<file path="src/rtl/arrow_track_scorer.sv">
// rtl/arrow_track_scorer.sv - scrolling arrow track with bottom-row hit judging, score and combo
module arrow_track_scorer #(
  parameter int DEPTH       = 8,
  parameter int BEAT_CYCLES = 25000000,
  parameter int SCORE_W     = 16,
  parameter int COMBO_W     = 8
) (
  input  logic                 clk,
  input  logic                 rst,
  input  logic [4:0]           arrow_in,
  input  logic [4:0]           player_dir,
  output logic [5*DEPTH-1:0]   track_out,
  output logic [SCORE_W-1:0]   score,
  output logic [COMBO_W-1:0]   combo,
  output logic                 beat_pulse,
  output logic                 hit_pulse,
  output logic                 miss_pulse
);

  localparam int CNT_W = (BEAT_CYCLES > 1) ? $clog2(BEAT_CYCLES) : 1;

  logic [4:0]         row_q [DEPTH];
  logic [CNT_W-1:0]   cnt_q, cnt_d;
  logic               judged_q, judged_d;
  logic [4:0]         pd_meta_q, pd_s_q;
  logic [SCORE_W-1:0] score_q, score_d;
  logic [COMBO_W-1:0] combo_q, combo_d;
  logic               beat_q, hit_q, miss_q;

  logic               beat_tick, match, miss;
  logic [4:0]         bottom;

  always_comb begin
    beat_tick = (cnt_q == CNT_W'(BEAT_CYCLES - 1));
    bottom    = row_q[DEPTH-1];
    match     = (pd_s_q == bottom) && (bottom != 5'd0) && !judged_q;
    // A match on the beat edge is judged against the outgoing row, so it cannot also miss.
    miss      = beat_tick && (bottom != 5'd0) && !judged_q && !match;
    cnt_d     = beat_tick ? '0 : cnt_q + CNT_W'(1);
    judged_d  = beat_tick ? 1'b0 : (judged_q | match);
    score_d   = score_q;
    if (match && (score_q != '1)) score_d = score_q + SCORE_W'(1);
    combo_d   = combo_q;
    if (match) begin
      if (combo_q != '1) combo_d = combo_q + COMBO_W'(1);
    end else if (miss) begin
      combo_d = '0;
    end
  end

  always_ff @(posedge clk) begin
    if (rst) begin
      for (int r = 0; r < DEPTH; r++) row_q[r] <= 5'd0;
      cnt_q     <= '0;
      judged_q  <= 1'b0;
      pd_meta_q <= 5'd0;
      pd_s_q    <= 5'd0;
      score_q   <= '0;
      combo_q   <= '0;
      beat_q    <= 1'b0;
      hit_q     <= 1'b0;
      miss_q    <= 1'b0;
    end else begin
      cnt_q     <= cnt_d;
      judged_q  <= judged_d;
      pd_meta_q <= player_dir;
      pd_s_q    <= pd_meta_q;
      score_q   <= score_d;
      combo_q   <= combo_d;
      beat_q    <= beat_tick;
      hit_q     <= match;
      miss_q    <= miss;
      if (beat_tick) begin
        for (int r = DEPTH - 1; r > 0; r--) row_q[r] <= row_q[r-1];
        row_q[0] <= arrow_in;
      end
    end
  end

  for (genvar g = 0; g < DEPTH; g++) begin : g_track
    assign track_out[5*g +: 5] = row_q[g];
  end

  assign score      = score_q;
  assign combo      = combo_q;
  assign beat_pulse = beat_q;
  assign hit_pulse  = hit_q;
  assign miss_pulse = miss_q;

endmodule
</file>
<file path="config.mk">
export PLATFORM = sky130hd
export DESIGN_NAME = arrow_track_scorer
export DESIGN_NICKNAME = d
export VERILOG_FILES = /design/src/rtl/arrow_track_scorer.sv
export SDC_FILE = /design/constraint.sdc
export NUM_CORES = 1
export LEC_CHECK = 0
export ABC_AREA = 1
export CAP_MARGIN = 10
export CORE_ASPECT_RATIO = 1.4
export CORE_MARGIN = 4
export CORE_UTILIZATION = 51
export DETAILED_ROUTE_END_ITERATION = 7
export HOLD_SLACK_MARGIN = 0.05
export PLACE_DENSITY = 0.77
export SYNTH_ARGS = -nofsm -noshare
export SYNTH_HDL_FRONTEND = slang
export SYNTH_SLANG_ARGS = --single-unit
</file>
<file path="constraint.sdc">
create_clock -name clk -period 2.75 [get_ports clk]
set_input_delay 0.6875 -clock clk [delete_from_list [all_inputs] [get_ports clk]]
set_output_delay 0.6875 -clock clk [all_outputs]
set_load 0.1 [all_outputs]
</file>
==> run_results.csv <==
group,metric,value,unit
status,status,"finished, final reports clean",
grt,antenna_found_initial,0,
critical_path,path_cells,"ha_1 > nand3_2 > inv_1 > nand2_1 > nor2_2 > nand2_2 > nor2_2 > inv_2 > nor2_1",
logic_synthesis,yosysTopAreaCell,"dfxtp_1",
clocking,clockRootBuffer,"clkbuf_16",
placed_design,portBuffers,78,
hold_path,holdCritPathClass,"flop to flop",
clocking,cts_buffer_depth,2,
detailed_routing,via_per_inst,4.88,
timing,worstMarginPinSlew,0.641,ns
timing,finalCritPeriodShare,0.679,
detailed_routing,vias,3661,
detailed_routing,drtIter0Drc,125,
floorplanning,die_w,88.7,um
floorplanning,dieArea,0.0107,sq mm
critical_path,cp.depth,9,
clocking,cts_resized,0,
critical_path,cp.required,2.82,ns
placed_design,place_inst,734,
logic_synthesis,synth.avg_cell_area,8.30,sq um
detailed_routing,wirelength,9.20,mm
logic_synthesis,postSynthCellCount,560,
floorplanning,rows,40,
timing,setup_viol,0,
logic_synthesis,ys.flop_type,"dfxtp_1",
critical_path,cpMaxStageDelayCell,"inv_2",
critical_path,crit_arrival,1.94,ns
grt,grt_pass1_vias,3466,
clocking,cts_inserted_buffers,9,
placed_design,post-place-ws,0.574,ns
cells_and_area,multi_input_area,0.00176,sq mm
critical_path,cp-start-kind,"flop",
grt,overflow,0,
clocking,clkSinkCount,103,
clocking,htree_levels,3,
critical_path,endpoint,"row_q[0][6]",
detailed_routing,drtAntennaViolNets,0,
critical_path,reg2reg_from,"cnt_q[0]",
timing,relSlewSlack,0.572,
power_and_ir_drop,powerDensity,578,mW/mm^2
clocking,post-cts-setup-buffers,0,
timing,setup_ws,0.883,ns
clocking,clkTransAtPathRegs,0.07,ns
logic_synthesis,ys_ff_latch,103,
critical_path,crit_family,"buffers and inverters",
cells_and_area,regArea,0.00246,sq mm
timing,final.min_clock_period,1.87,ns
hold_path,hold_path_startpoint,"pd_meta_q[4]",
logic_synthesis,syn_area,0.00465,sq mm
logic_synthesis,seq_area_frac_synth,0.530,
timing,clock_skew,0.00982,ns
critical_path,critPathMostFrequentCell,"nor2_2",
critical_path,endpoint_kind,"flop",
timing,rsz0062_at_grt,"false",
critical_path,cpPeakStageDelay,0.47,ns
logic_synthesis,synth_top_area_frac,0.271,
grt,grt_max_degree,67,
placed_design,place.gp.congestion,0.853,
critical_path,worstPathBufferInverterCount,2,
critical_path,rr_endpoint,"row_q[0][6]",
power_and_ir_drop,p_leak,2.32,nW
critical_path,crit_fanout,40,
timing,fin_setup_tns,0,ns
power_and_ir_drop,power,3.28,mW
clocking,hold_buffers,0,
critical_path,critPathKind,"flop to flop",
flow_run,maxCapViolations,0,
placed_design,dp_hpwl,6.48,mm
floorplanning,io_pins,79,
cells_and_area,stdcell_area,0.00567,sq mm
cells_and_area,antenna_cells,0,
cells_and_area,final_layout_size_suffix_gt1_frac,0.195,
critical_path,r2r_setup_slack,0.88,ns
power_and_ir_drop,max-vdd-ir-drop,0.573,mV
grt,grt_pass1_wl,15.4,mm
detailed_routing,wl_per_cell,12.3,um
logic_synthesis,async_flop_share,0,
timing,fmax,0.536,GHz
logic_synthesis,synth-edff-count,40,
logic_synthesis,synth_most_common_cell,"nor2_1",
clocking,cts_tree,"done",
cells_and_area,fillCellCount,740,
detailed_routing,dr.pass1.iters,4,
logic_synthesis,synthTopCellsByArea,"dfxtp_1 (27%), edfxtp_1 (26%), nor2_1 (8.6%)",
hold_path,hold_depth,2,
cells_and_area,finalNonFillerCells,750,
cells_and_area,area_growth,22.0,%
clocking,insertion_delay,0.35,ns
timing,maxSlewViolCount,0,
critical_path,startpoint,"cnt_q[0]",
placed_design,place_area,0.00535,sq mm
logic_synthesis,ys_warn_count,0,
logic_synthesis,yosys-top-cells-count,"nor2_1 (106), inv_1 (95), nand2_1 (94)",
floorplanning,core_area,0.00876,sq mm
logic_synthesis,ys_types,30,
grt,grt_use_total,0.181,
timing,whs,0.407,ns
floorplanning,initial_utilization,0.531,
logic_synthesis,synth_fp_nets,575,
detailed_routing,drc,0,
cells_and_area,final_util,0.647,
cells_and_area,layout.nets,655,
floorplanning,die_h,121,um
timing,hold_viol_final,0,
critical_path,r2r_cells,9,
## metal layers
layer | routed length, um | vias to the layer above | global-route usage
li1 | - | 1903 | -
met1 | 3770 | 1665 | 0.215
met2 | 4700 | 82 | 0.306
met3 | 597 | 11 | 0.0543
met4 | 129 | 0 | 0.0595
met5 | 0 | - | 0
## cell families (layout without fill, tap and decap cells)
| logic type | Yosys count | count (layout) | synth area share |
|---|---|---|---|
| AND/OR/NAND/NOR | 280 | 280 | 0.270 |
| AO/OA/AOI/OAI | 44 | 44 | 0.0584 |
| flip-flops | 103 | 103 | 0.530 |
| adder cells (fa/ha/maj) | 3 | 3 | 0.00808 |
| buffers and inverters | 108 | 193 | 0.0924 |
| XOR/XNOR | 22 | 22 | 0.0415 |
## registers in the layout, summed over array words and instances (netlist names)
name / count
hit_pulse: 1
beat_pulse: 1
combo: 8
judged_q: 1
miss_pulse: 1
pd_meta_q: 5
row_q: 40
score: 16
cnt_q: 25
pd_s_q: 5
## cells in the final DEF (no fill, tap or decap)
cell type / Yosys / routed
nor2_1: 106 / 106
inv_1: 95 / 95
nand2_1: 94 / 94
buf_4: 0 / 68
dfxtp_1: 63 / 63
edfxtp_1: 40 / 40
nand3_1: 29 / 29
a21oi_1: 20 / 20
xor2_1: 14 / 14
clkdlybuf4s50_1: 0 / 11
nor2_2: 10 / 10
a21oi_2: 10 / 10
clkbuf_16: 0 / 9
nor3_1: 8 / 8
xnor2_1: 8 / 8
o21ai_0: 8 / 8
nand4_1: 7 / 7
nand2_2: 6 / 6
nor2_4: 4 / 4
or2_2: 4 / 4
nor3b_1: 4 / 4
nand3_2: 3 / 3
o21a_1: 3 / 3
ha_1: 3 / 3
inv_8: 0 / 3
nand2_4: 2 / 2
inv_2: 2 / 2
o21bai_1: 2 / 2
nand3b_1: 2 / 2
inv_6: 0 / 2
or2_1: 1 / 1
a31oi_1: 1 / 1
clkinv_4: 0 / 1
bufinv_16: 0 / 1
buf_12: 0 / 1
## worst min-delay path by stage
stage / to / slack [ns]
final: pd_s_q[4] / 0.41
after global routing: pd_s_q[3] / 0.43
after CTS: pd_s_q[4] / 0.41
after detailed placement: pd_s_q[0] / 0.40
after global placement: pd_s_q[4] / 0.39
after floorplan: pd_s_q[0] / 0.39
## final cells by class
type                       instances  share of cell area
tap                              105              0.0232
multi-input combinational        349               0.310
inverter                          97              0.0642
clock buffer                       9              0.0397
timing repair buffer              80               0.113
clock inverter                     7              0.0159
sequential                       103               0.434
## worst register-to-register path, delay by kind of cell, from the launching register on
kind	cells	cell delay, ns
adders and majority gates	1	0.24
buffers and inverters	2	0.53
DFF	1	0.34
and+or+nand+nor	6	0.49
## power by group
group | total, mW | switching, mW | leakage, nW | internal, mW
clock | 1.33 | 0.598 | 0.156 | 0.733
sequential | 1.64 | 0.0233 | 0.937 | 1.61
combinational | 0.307 | 0.240 | 1.23 | 0.0679
total | 3.28 | 0.861 | 2.32 | 2.41
(Power assumes the default switching activity.)
